--- config.mk ---
export PLATFORM = sky130hd
export DESIGN_NAME = imm_gen_pipe
export DESIGN_NICKNAME = d
export VERILOG_FILES = /design/src/rtl/imm_gen_pipe.sv
export SDC_FILE = /design/constraint.sdc
export NUM_CORES = 1
export LEC_CHECK = 0
export CAP_MARGIN = 0
export CORE_ASPECT_RATIO = 1.5
export CORE_UTILIZATION = 51
export CTS_CLUSTER_SIZE = 10
export DETAILED_ROUTE_END_ITERATION = 6
export PLACE_DENSITY = 0.88
export SLEW_MARGIN = 20
export SYNTH_ARGS = -nofsm -noshare
export SYNTH_HDL_FRONTEND = slang
export SYNTH_SLANG_ARGS = --single-unit
--- constraint.sdc ---
create_clock -name clk -period 3.1 [get_ports clk]
set_input_delay 0.31 -clock clk [delete_from_list [all_inputs] [get_ports clk]]
set_output_delay 0.31 -clock clk [all_outputs]
set_load 0.005 [all_outputs]
--- src/rtl/imm_gen_pipe.sv ---
// Immediate decoder for RV32I/RV64I formats with a 2-entry valid/ready output buffer.
// Also flags illegal format selects and keeps a saturating count of them.
module imm_gen_pipe #(
    parameter int unsigned XLEN     = 32,
    parameter int unsigned TAG_W    = 5,
    parameter int unsigned ERRCNT_W = 8
) (
    input  logic                clk,
    input  logic                rst,
    input  logic                flush,
    input  logic                in_valid,
    output logic                in_ready,
    input  logic [31:0]         instr,
    input  logic [2:0]          src,
    input  logic [TAG_W-1:0]    in_tag,
    output logic                out_valid,
    input  logic                out_ready,
    output logic [XLEN-1:0]     imm_ext,
    output logic                out_err,
    output logic [TAG_W-1:0]    out_tag,
    output logic [ERRCNT_W-1:0] err_cnt
);

    localparam int unsigned DEPTH = 2;

    logic [XLEN-1:0]  mem_imm [DEPTH];
    logic             mem_err [DEPTH];
    logic [TAG_W-1:0] mem_tag [DEPTH];
    logic             wptr;
    logic             rptr;
    logic [1:0]       count;

    logic             push;
    logic             pop;
    logic [31:0]      raw;
    logic             sx;
    logic             dec_err;
    logic [XLEN-1:0]  dec_imm;
    logic             unused_bits;

    assign unused_bits = ^instr[6:0];

    // Gather the immediate into 32 bits, then sign- or zero-extend to XLEN.
    always_comb begin
        raw     = '0;
        sx      = 1'b1;
        dec_err = 1'b0;
        case (src)
            3'b000: raw = {{20{instr[31]}}, instr[31:20]};
            3'b001: raw = {{20{instr[31]}}, instr[31:25], instr[11:7]};
            3'b010: raw = {{19{instr[31]}}, instr[31], instr[7], instr[30:25], instr[11:8], 1'b0};
            3'b011: raw = {{11{instr[31]}}, instr[31], instr[19:12], instr[20], instr[30:21], 1'b0};
            3'b100: raw = {instr[31:12], 12'b0};
            3'b101: begin
                sx  = 1'b0;
                raw = (XLEN == 64) ? 32'(instr[25:20]) : 32'(instr[24:20]);
            end
            3'b110: begin
                sx  = 1'b0;
                raw = 32'(instr[19:15]);
            end
            default: begin
                sx      = 1'b0;
                dec_err = 1'b1;
            end
        endcase
        dec_imm = sx ? XLEN'($signed(raw)) : XLEN'(raw);
    end

    assign in_ready  = (count != 2'd2);
    assign out_valid = (count != 2'd0);
    assign push      = in_valid && in_ready && !flush;
    assign pop       = out_valid && out_ready;

    assign imm_ext = mem_imm[rptr];
    assign out_err = mem_err[rptr];
    assign out_tag = mem_tag[rptr];

    // Flush re-aligns both pointers so the next push lands at the head.
    always_ff @(posedge clk or posedge rst) begin
        if (rst) begin
            for (int i = 0; i < DEPTH; i++) begin
                mem_imm[i] <= '0;
                mem_err[i] <= 1'b0;
                mem_tag[i] <= '0;
            end
            wptr    <= 1'b0;
            rptr    <= 1'b0;
            count   <= 2'd0;
            err_cnt <= '0;
        end else if (flush) begin
            wptr  <= 1'b0;
            rptr  <= 1'b0;
            count <= 2'd0;
        end else begin
            if (push) begin
                mem_imm[wptr] <= dec_imm;
                mem_err[wptr] <= dec_err;
                mem_tag[wptr] <= in_tag;
                wptr          <= ~wptr;
                if (dec_err && (err_cnt != {ERRCNT_W{1'b1}})) begin
                    err_cnt <= err_cnt + ERRCNT_W'(1);
                end
            end
            if (pop) begin
                rptr <= ~rptr;
            end
            count <= count + 2'(push) - 2'(pop);
        end
    end

endmodule

==> flow_metrics.env, run 1 <==
export IMPL_status="complete, no violations"
export IMPL_ys_warn_count=0
export IMPL_crit_chain="buf_4 > mux2_2 > clkdlybuf4s50_1"
export IMPL_cts_made_buffers=9
export IMPL_io_pins=93
export IMPL_post_cts_buffers=0
export IMPL_critical_path_top_delay_family="buffers and inverters"
export IMPL_dpl_worst_slack_ns=0.572
export IMPL_htreeDepth=3
export IMPL_critical_path_class="flop to output pin"
export IMPL_synth_area_leaders="dfrtp_1 51%, mux2_2 16%, o21ai_0 7.6%, nand2_1 5.6%, a21oi_1 2.3%"
export IMPL_slew_viol_final=0
export IMPL_n_antenna_cell=0
export IMPL_synth_area_leader_cell="dfrtp_1"
export IMPL_ant_nets=0
export IMPL_drive_above_1_share_pct=19.7
export IMPL_critPathArrivalTime_ns=2.05
export IMPL_post_route_drc_count=0
export IMPL_hold_class="input port to async pin"
export IMPL_grt_usage_pct=22.7
export IMPL_cp_slowest_stage_delay_ns=0.46
export IMPL_worstSetupStartpointType="flop"
export IMPL_max_slew_worst_pin_slew_ns=1.06
export IMPL_grt_max_degree=55
export IMPL_clk_path_buf_depth=2
export IMPL_synth_seq_cells=88
export IMPL_cts_root_buffer="clkbuf_16"
export IMPL_finalWorstPathRequiredPeriod_ns=2.36
export IMPL_wl_per_cell_um=16.0
export IMPL_cts_sinks=88
export IMPL_viasPerCell=5.43
export IMPL_rsz0062_at_grt="false"
export IMPL_hold_ws_ns=0.462
export IMPL_dr_pass1_iters=4
export IMPL_insertion_delay_ns=0.34
export IMPL_tritoncts="built"
export IMPL_stdcell_count=582
export IMPL_die_w_um=76.8
export IMPL_dp_cells=569
export IMPL_globalplace_congestion=0.795
export IMPL_worstPathMaxFanout=39
export IMPL_synth_edff_count=0
export IMPL_die_area_sq_um=8770
export IMPL_final_core_util_pct=67.9
export IMPL_yosysUniqueCellTypes=41
export IMPL_cp_num_buf_inv=2
export IMPL_die_h_um=114
export IMPL_ys_seq_area_share_pct=51.4
export IMPL_hpwl_mm=6.48
export IMPL_clk_pin_slew_worst_paths_ns=0.06
export IMPL_slew_headroom_pct=29.1
export IMPL_tns_ns=0
export IMPL_post_route_cell_area_sq_um=5470
export IMPL_post_route_period_util_pct=76.0
export IMPL_power_leakage_nw=2.44
export IMPL_coreArea_sq_um=8060
export IMPL_timing_final_ws_setup_ns=0.743
export IMPL_vias=3160
export IMPL_port_buffers=85
export IMPL_std_cell_rows=40
export IMPL_finalSetupViolations=0
export IMPL_max_clock_freq_mhz=424
export IMPL_dpl_instance_area_sq_um=5200
export IMPL_avgSynthCellArea_sq_um=10.8
export IMPL_synthCells=397
export IMPL_cap_viol_max_count=0
export IMPL_clock_skew_ns=0.00626
export IMPL_initial_core_util_pct=53.1
export IMPL_drt_iter0_drc=175
export IMPL_nets=523
export IMPL_netlist_area_sq_um=4280
export IMPL_cts_resized=0
export IMPL_syn_nets=445
export IMPL_crit_slowest_cell="buf_4"
export IMPL_synthFlopType="dfrtp_1"
export IMPL_postCtsHoldBufs=0
export IMPL_globalRouteOverflowTotal=0
export IMPL_p_per_area_nw_per_um2=837
export IMPL_antenna_found_initial=0
export IMPL_worstSetupEndpointType="output pin"
export IMPL_ir_drop_mv=0.574
export IMPL_grt_pass1_vias=3200
export IMPL_cp_data_required_time_ns=2.79
export IMPL_layout_area_overhead_vs_synth_pct=27.7
export IMPL_p_total_mw=4.58
export IMPL_async_flop_share_pct=100
export IMPL_finalHoldViolCount=0
export IMPL_yosysTopAreaCellShare_pct=51.4
export IMPL_drt_wl_total_mm=9.29
export IMPL_grt_pass1_wl_mm=15.3
-- logic make-up (layout without fill, tap and decap cells) --
kind of cell,count (synthesis),count (layout),share of synthesized area (%)
xor gates and xnor gates,12,12,2.63
adders and majority gates,3,3,0.877
buffers and inverters,31,111,3.97
DFF,88,88,51.4
muxes,64,64,16.7
and+or+nand+nor,109,109,13.6
AOI/OAI and AO/OA,90,90,10.8
-- sequential cells by signal (all words and copies together), names as in the netlist --
name / cells
mem_imm: 64
mem_tag: 10
err_cnt: 8
count: 2
mem_err: 2
rptr: 1
wptr: 1
-- synthesized netlist by cell type, types with 2 or more instances --
library cell / n
buf_6: 4
mux2i_1: 5
nor4_2: 2
nand2_1: 64
clkbuf_1: 9
and4_1: 2
nand2b_1: 6
a21oi_1: 20
ha_1: 3
buf_4: 2
o21ai_0: 65
dfrtp_1: 88
inv_1: 3
mux2_2: 59
nor2_1: 5
nand3_1: 4
xnor2_1: 2
and3b_1: 8
buf_2: 13
xor2_1: 9
nor2b_1: 2
nor3_1: 3
-- cell usage in the layout, fill, tap and decap left out, types with 8 or more instances in the layout --
cell             netlist  routed
clkdlybuf4s50_1        0      85
a21oi_1               20      20
buf_4                  2       9
nand2_1               64      64
mux2_2                59      59
dfrtp_1               88      87
and3b_1                8       8
o21ai_0               65      65
xor2_1                 9       9
clkbuf_16              0       9
-- power by group --
| part | total [mW] | internal [mW] | switching, mW |
|---|---|---|---|
| clock | 1.01 | 0.609 | 0.399 |
| combinational | 1.72 | 1.05 | 0.666 |
| sequential | 1.85 | 1.61 | 0.240 |
| total | 4.58 | 3.27 | 1.30 |
-- layer usage --
layer  GRT usage [%]  vias to the layer above  routed length, um
li1                -                     1526                  -
met1            27.0                     1523               3920
met2            39.5                       90               4710
met3            4.06                       21                406
met4            11.0                        0                257
met5               0                        -                  0
-- path summary, 6_finish.rpt --
| path | start | to | slack, ns | depth (start not counted) |
|---|---|---|---|---|
| max in group asynchronous | rst | mem_imm[11] | 1.86 | 3 |
| setup reg to reg | count[1] | mem_imm[60] | 1.28 | 5 |
| hold reg to reg | mem_imm[10] | mem_imm[10] | 0.47 | 2 |
| setup / recovery | rptr | imm_ext[25] | 0.74 | 3 |
| min in group clk | mem_imm[10] | mem_imm[10] | 0.47 | 2 |
| hold / removal | rst | mem_imm[40] | 0.46 | 2 |
-- layout make-up --
| cell class | instances | area, sq um |
|---|---|---|
| inverters | 3 | 12.5 |
| clock inverters | 2 | 35.0 |
| flip-flops and latches | 88 | 2200 |
| repair buffers | 95 | 938 |
| clock buffers | 11 | 233 |
| multi-input cells | 278 | 1910 |
| well taps | 105 | 131 |
| fillers | 608 | 2590 |
Note: power is estimated with default switching activity, not from simulation.
==> run 2: changes to the inputs <==
==> constraint.sdc (replaced) <==
create_clock -name clk -period 2.5 [get_ports clk]
set_input_delay 0.25 -clock clk [delete_from_list [all_inputs] [get_ports clk]]
set_output_delay 0.25 -clock clk [all_outputs]
set_load 0.005 [all_outputs]
==> run 2 against run 1 <==
  * Critical path depth unchanged
  * Wire length up 0.63%
  * Worst setup slack worse by 0.33 ns
  * Register-to-register slack worse by 0.61 ns
  * Via count up 3.0%
  * Sequential power up 24%
  * Critical path type unchanged
==> flow_metrics.env, run 2 (same netlist as run 1, synthesis figures left out) <==
export IMPL_port_buffers=85
export IMPL_power_leakage_nw=2.48
export IMPL_critPathArrivalTime_ns=1.84
export IMPL_critical_path_class="flop to output pin"
export IMPL_post_route_drc_count=0
export IMPL_worstSetupStartpointType="flop"
export IMPL_hpwl_mm=6.50
export IMPL_hold_ws_ns=0.401
export IMPL_grt_max_degree=89
export IMPL_post_route_period_util_pct=83.6
export IMPL_cap_viol_max_count=0
export IMPL_top_register="mem_imm"
export IMPL_cts_made_buffers=9
export IMPL_finalHoldViolCount=0
export IMPL_grt_pass1_wl_mm=15.6
export IMPL_dpl_worst_slack_ns=0.199
export IMPL_max_clock_freq_mhz=478
export IMPL_slew_headroom_pct=57.8
export IMPL_postCtsHoldBufs=0
export IMPL_finalWorstPathRequiredPeriod_ns=2.09
export IMPL_std_cell_rows=40
export IMPL_htreeDepth=3
export IMPL_slew_viol_final=0
export IMPL_ant_nets=0
export IMPL_dp_cells=572
export IMPL_nets=526
export IMPL_stdcell_count=587
export IMPL_reg_top3="mem_imm: 64 flops, mem_tag: 10 flops, err_cnt: 8 flops"
export IMPL_tns_ns=0
export IMPL_tritoncts="built"
export IMPL_cts_sinks=88
export IMPL_fillers=616
export IMPL_coreArea_sq_um=8060
export IMPL_initial_core_util_pct=53.1
export IMPL_cts_root_buffer="clkbuf_16"
export IMPL_finalSetupViolations=0
export IMPL_max_slew_worst_pin_slew_ns=0.632
export IMPL_antenna_found_initial=0
export IMPL_cp_data_required_time_ns=2.25
export IMPL_globalplace_congestion=0.804
export IMPL_cts_resized=0
export IMPL_p_per_area_nw_per_um2=1040
export IMPL_worstSetupEndpointType="output pin"
export IMPL_die_area_sq_um=8770
export IMPL_insertion_delay_ns=0.33
export IMPL_io_pins=93
export IMPL_viasPerCell=5.55
export IMPL_wl_per_cell_um=15.9
export IMPL_rsz0062_at_grt="false"
export IMPL_clk_pin_slew_worst_paths_ns=0.06
export IMPL_clock_skew_ns=0.00727
export IMPL_layout_area_overhead_vs_synth_pct=29.8
export IMPL_grt_pass1_vias=3328
export IMPL_largest_reg_flops=64
export IMPL_drt_wl_total_mm=9.35
export IMPL_vias=3256
export IMPL_dr_pass1_iters=5
export IMPL_status="complete, no violations"
export IMPL_die_w_um=76.8
export IMPL_drive_above_1_share_pct=21.0
export IMPL_layout_common_cells="87 x dfrtp_1, 85 x clkdlybuf4s50_1, 65 x o21ai_0, 64 x nand2_1, 59 x mux2_2"
export IMPL_ir_drop_mv=0.693
export IMPL_worstPathMaxFanout=39
export IMPL_globalRouteOverflowTotal=0
export IMPL_timing_final_ws_setup_ns=0.410
export IMPL_post_cts_buffers=0
export IMPL_die_h_um=114
export IMPL_clk_path_buf_depth=2
export IMPL_n_antenna_cell=0
export IMPL_drt_iter0_drc=126
export IMPL_grt_usage_pct=23.2
export IMPL_final_common_cell="dfrtp_1"
export IMPL_hold_class="input port to async pin"
export IMPL_p_total_mw=5.80
==> run 2: cell types whose count changed in the layout (fill, tap and decap cells not counted), sizes merged <==
cell      delta
buf          +3
clkinvlp     +1
clkbuf       +1
==> run 2: critical path, stage by stage, from the launching register on <==
cell             delay (ns)
dfrtp_2                0.37
buf_12                 0.24
mux2_2                 0.37
clkdlybuf4s50_1        0.48
==> run 2: final cells by class <==
type / instances / area (sq um) / area share [%]
flip-flops and latches: 88 / 2200 / 39.7
multi-input cells: 278 / 1910 / 34.5
repair buffers: 98 / 986 / 17.7
clock buffers: 12 / 267 / 4.80
well taps: 105 / 131 / 2.36
clock inverters: 3 / 40.0 / 0.721
inverters: 3 / 15.0 / 0.270
==> run 2: power by group <==
group          total, mW  leakage, nW  switching, mW  internal [mW]
sequential          2.30         1.13          0.298           2.00
clock               1.35        0.154          0.501          0.846
combinational       2.16         1.19          0.835           1.32
==> run 2: metrics by stage <==
stage / utilization [%] / instance area (sq um)
floorplan: - / 4290
global placement: 65.2 / 5250
detailed placement: 65.2 / 5250
CTS: 69.0 / 5560
global route: 69.0 / 5560
finish: 69.0 / 5560
==> run 2: layer usage <==
| metal | track usage, % | share of wire [%] | vias to the layer above | routed length, um |
|---|---|---|---|---|
| met5 | 0 | 0 | - | 0 |
| met4 | 10.0 | 1.2 | 0 | 114 |
| met3 | 6.22 | 5.6 | 10 | 522 |
| met2 | 40.6 | 53 | 102 | 4970 |
| met1 | 26.4 | 40 | 1610 | 3740 |
| li1 | - | - | 1534 | - |
==> run 2: path summary, 6_finish.rpt <==
path	startpoint	to	slack [ns]	depth (start not counted)
worst min-delay path	rst	mem_imm[40]	0.40	3
worst min register to register	mem_imm[39]	mem_imm[39]	0.47	2
worst max register to register	count[0]	mem_imm[28]	0.67	5
worst max-delay path	rptr	imm_ext[27]	0.41	3
min in group clk	mem_imm[39]	mem_imm[39]	0.47	2
max in group asynchronous	rst	rptr	1.74	3
==> run 3: changes to the inputs <==
--- a/config.mk
+++ b/config.mk
@@ -7,10 +7,10 @@
 export LEC_CHECK = 0
 export CAP_MARGIN = 0
 export CORE_ASPECT_RATIO = 1.5
-export CORE_UTILIZATION = 51
+export CORE_UTILIZATION = 46
 export CTS_CLUSTER_SIZE = 10
 export DETAILED_ROUTE_END_ITERATION = 6
-export PLACE_DENSITY = 0.88
+export PLACE_DENSITY = 0.84
 export SLEW_MARGIN = 20
 export SYNTH_ARGS = -nofsm -noshare
 export SYNTH_HDL_FRONTEND = slang
==> constraint.sdc (replaced) <==
create_clock -name clk -period 1.9 [get_ports clk]
set_input_delay 0.19 -clock clk [delete_from_list [all_inputs] [get_ports clk]]
set_output_delay 0.19 -clock clk [all_outputs]
set_load 0.005 [all_outputs]
==> run 3 against run 2 <==
  * Worst setup slack got worse by 0.39 ns
  * Clock power increased by 19%
  * Power increased by 29%
  * Utilization decreased by 5.1 points
  * Critical path depth increased by 1
  * Largest power group unchanged
  * Highest routed layer unchanged
==> flow_metrics.env, run 3 (same netlist as run 1, synthesis figures left out) <==
export IMPL_status="complete, no violations"
export IMPL_grt_pass1_wl_mm=16.0
export IMPL_tns_ns=0
export IMPL_crit_slowest_cell="dfrtp_2"
export IMPL_final_core_util_pct=63.9
export IMPL_insertion_delay_ns=0.34
export IMPL_hpwl_mm=7.13
export IMPL_top_register="mem_imm"
export IMPL_cp_data_required_time_ns=1.71
export IMPL_initial_core_util_pct=47.9
export IMPL_clk_path_buf_depth=2
export IMPL_die_w_um=80.8
export IMPL_vias=3388
export IMPL_p_total_mw=7.45
export IMPL_slew_headroom_pct=69.6
export IMPL_coreArea_sq_um=8930
export IMPL_clk_pin_slew_worst_paths_ns=0.06
export IMPL_die_h_um=120
export IMPL_io_pins=93
export IMPL_clock_skew_ns=0.00360
export IMPL_cts_made_buffers=9
export IMPL_globalplace_congestion=0.854
export IMPL_globalRouteOverflowTotal=0
export IMPL_grt_pass1_vias=3357
export IMPL_p_per_area_nw_per_um2=1310
export IMPL_crit_chain="buf_4 > clkbuf_16 > mux2_4 > dlygate4sd2_1"
export IMPL_drt_iter0_drc=203
export IMPL_port_buffers=85
export IMPL_max_clock_freq_mhz=532
export IMPL_postCtsHoldBufs=0
export IMPL_largest_reg_flops=64
export IMPL_hold_class="input port to async pin"
export IMPL_cp_slowest_stage_delay_ns=0.44
export IMPL_drt_wl_total_mm=10.3
export IMPL_final_common_cell="dfrtp_1"
export IMPL_layout_common_cells="87 x dfrtp_1, 65 x o21ai_0, 64 x nand2_1, 54 x mux2_2, 49 x clkdlybuf4s50_1"
export IMPL_dpl_worst_slack_ns=-0.0393
export IMPL_std_cell_rows=42
export IMPL_dpl_instance_area_sq_um=5360
export IMPL_cap_viol_max_count=0
export IMPL_critical_path_class="flop to output pin"
export IMPL_drive_above_1_share_pct=23.5
export IMPL_cts_root_buffer="clkbuf_16"
export IMPL_cts_sinks=88
export IMPL_worstSetupEndpointType="output pin"
export IMPL_finalHoldViolCount=0
export IMPL_wl_per_cell_um=16.8
export IMPL_worstPathMaxFanout=10
export IMPL_ant_nets=0
export IMPL_antenna_found_initial=0
export IMPL_grt_usage_pct=22.2
export IMPL_dr_pass1_iters=4
export IMPL_tritoncts="built"
export IMPL_finalSetupViolations=0
export IMPL_worstSetupStartpointType="flop"
export IMPL_reg_top3="mem_imm: 64 flops, mem_tag: 10 flops, err_cnt: 8 flops"
export IMPL_max_slew_worst_pin_slew_ns=0.456
export IMPL_post_route_cell_area_sq_um=5710
export IMPL_power_leakage_nw=2.73
export IMPL_grt_max_degree=53
export IMPL_finalWorstPathRequiredPeriod_ns=1.88
export IMPL_viasPerCell=5.53
export IMPL_post_route_drc_count=0
export IMPL_die_area_sq_um=9710
export IMPL_slew_viol_final=0
export IMPL_nets=547
export IMPL_post_route_period_util_pct=98.9
export IMPL_n_antenna_cell=0
export IMPL_ir_drop_mv=0.601
export IMPL_htreeDepth=3
export IMPL_critPathArrivalTime_ns=1.69
export IMPL_rsz0062_at_grt="true"
export IMPL_timing_final_ws_setup_ns=0.0218
export IMPL_layout_area_overhead_vs_synth_pct=33.3
## run 3: cell count changes in the layout (fill, tap and decap cells not counted), moves of 3 or more
cell | previous run | this run
mux2_2 | 59 | 54
mux2_4 | 0 | 5
dlymetal6s2s_1 | 0 | 3
clkbuf_1 | 0 | 4
buf_4 | 10 | 28
clkdlybuf4s50_1 | 85 | 49
dlygate4sd2_1 | 0 | 33
## run 3: per-layer routing
metal  wire length (um)  up-vias  track usage (%)  part of all wire (%)
li1                   -     1578                -                     -
met2               5300      112             37.1                    52
met1               4060     1669             25.4                    40
met5                  0        -                0                     0
met3                529       29             5.25                   5.1
met4                389        0             12.8                   3.8
## run 3: layout make-up
cell class | count | area [sq um]
fillers | 725 | 3220
flip-flops and latches | 88 | 2200
multi-input cells | 278 | 1930
repair buffers | 119 | 1150
clock buffers | 15 | 268
well taps | 110 | 138
inverters | 3 | 15.0
## run 3: final timing paths
check | cells past startpoint | endpoint | slack (ns) | start
max | 4 | imm_ext[11] | 0.02 | rptr
max in group asynchronous | 3 | mem_imm[1] | 1.20 | rst
max reg2reg | 7 | count[1] | 0.15 | count[1]
min reg2reg | 2 | mem_imm[10] | 0.47 | mem_imm[10]
min | 3 | mem_imm[61] | 0.27 | rst
min in group clk | 2 | mem_imm[10] | 0.47 | mem_imm[10]
## run 3: repair_timing
| action | 4_1_cts | 5_1_grt |
|---|---|---|
| gates resized for setup | 38 | 3 |
| cloned | 0 | 1 |
| setup buffers | 1 | 8 |
| endpoints found under the setup margin | 36 | 5 |
## run 3: report_power, final
group / switching [mW] / internal [mW] / leakage [nW]
logic: 1.15 / 1.66 / 1.46
clock network: 0.645 / 0.951 / 0.130
registers: 0.410 / 2.63 / 1.13
total: 2.21 / 5.25 / 2.73
## run 3: through the flow
stage               hold slack [ns]  cells
finish                        0.266    613
floorplan                     0.256    397
CTS                           0.289    604
global placement              0.456    588
global route                  0.305    613
detailed placement            0.465    588
## run 3: worst max-delay path, delay by kind of cell, from the launching register on
| family | cells | cell delay [ns] |
|---|---|---|
| buffers and inverters | 3 | 0.60 |
| DFF | 1 | 0.44 |
| muxes | 1 | 0.31 |
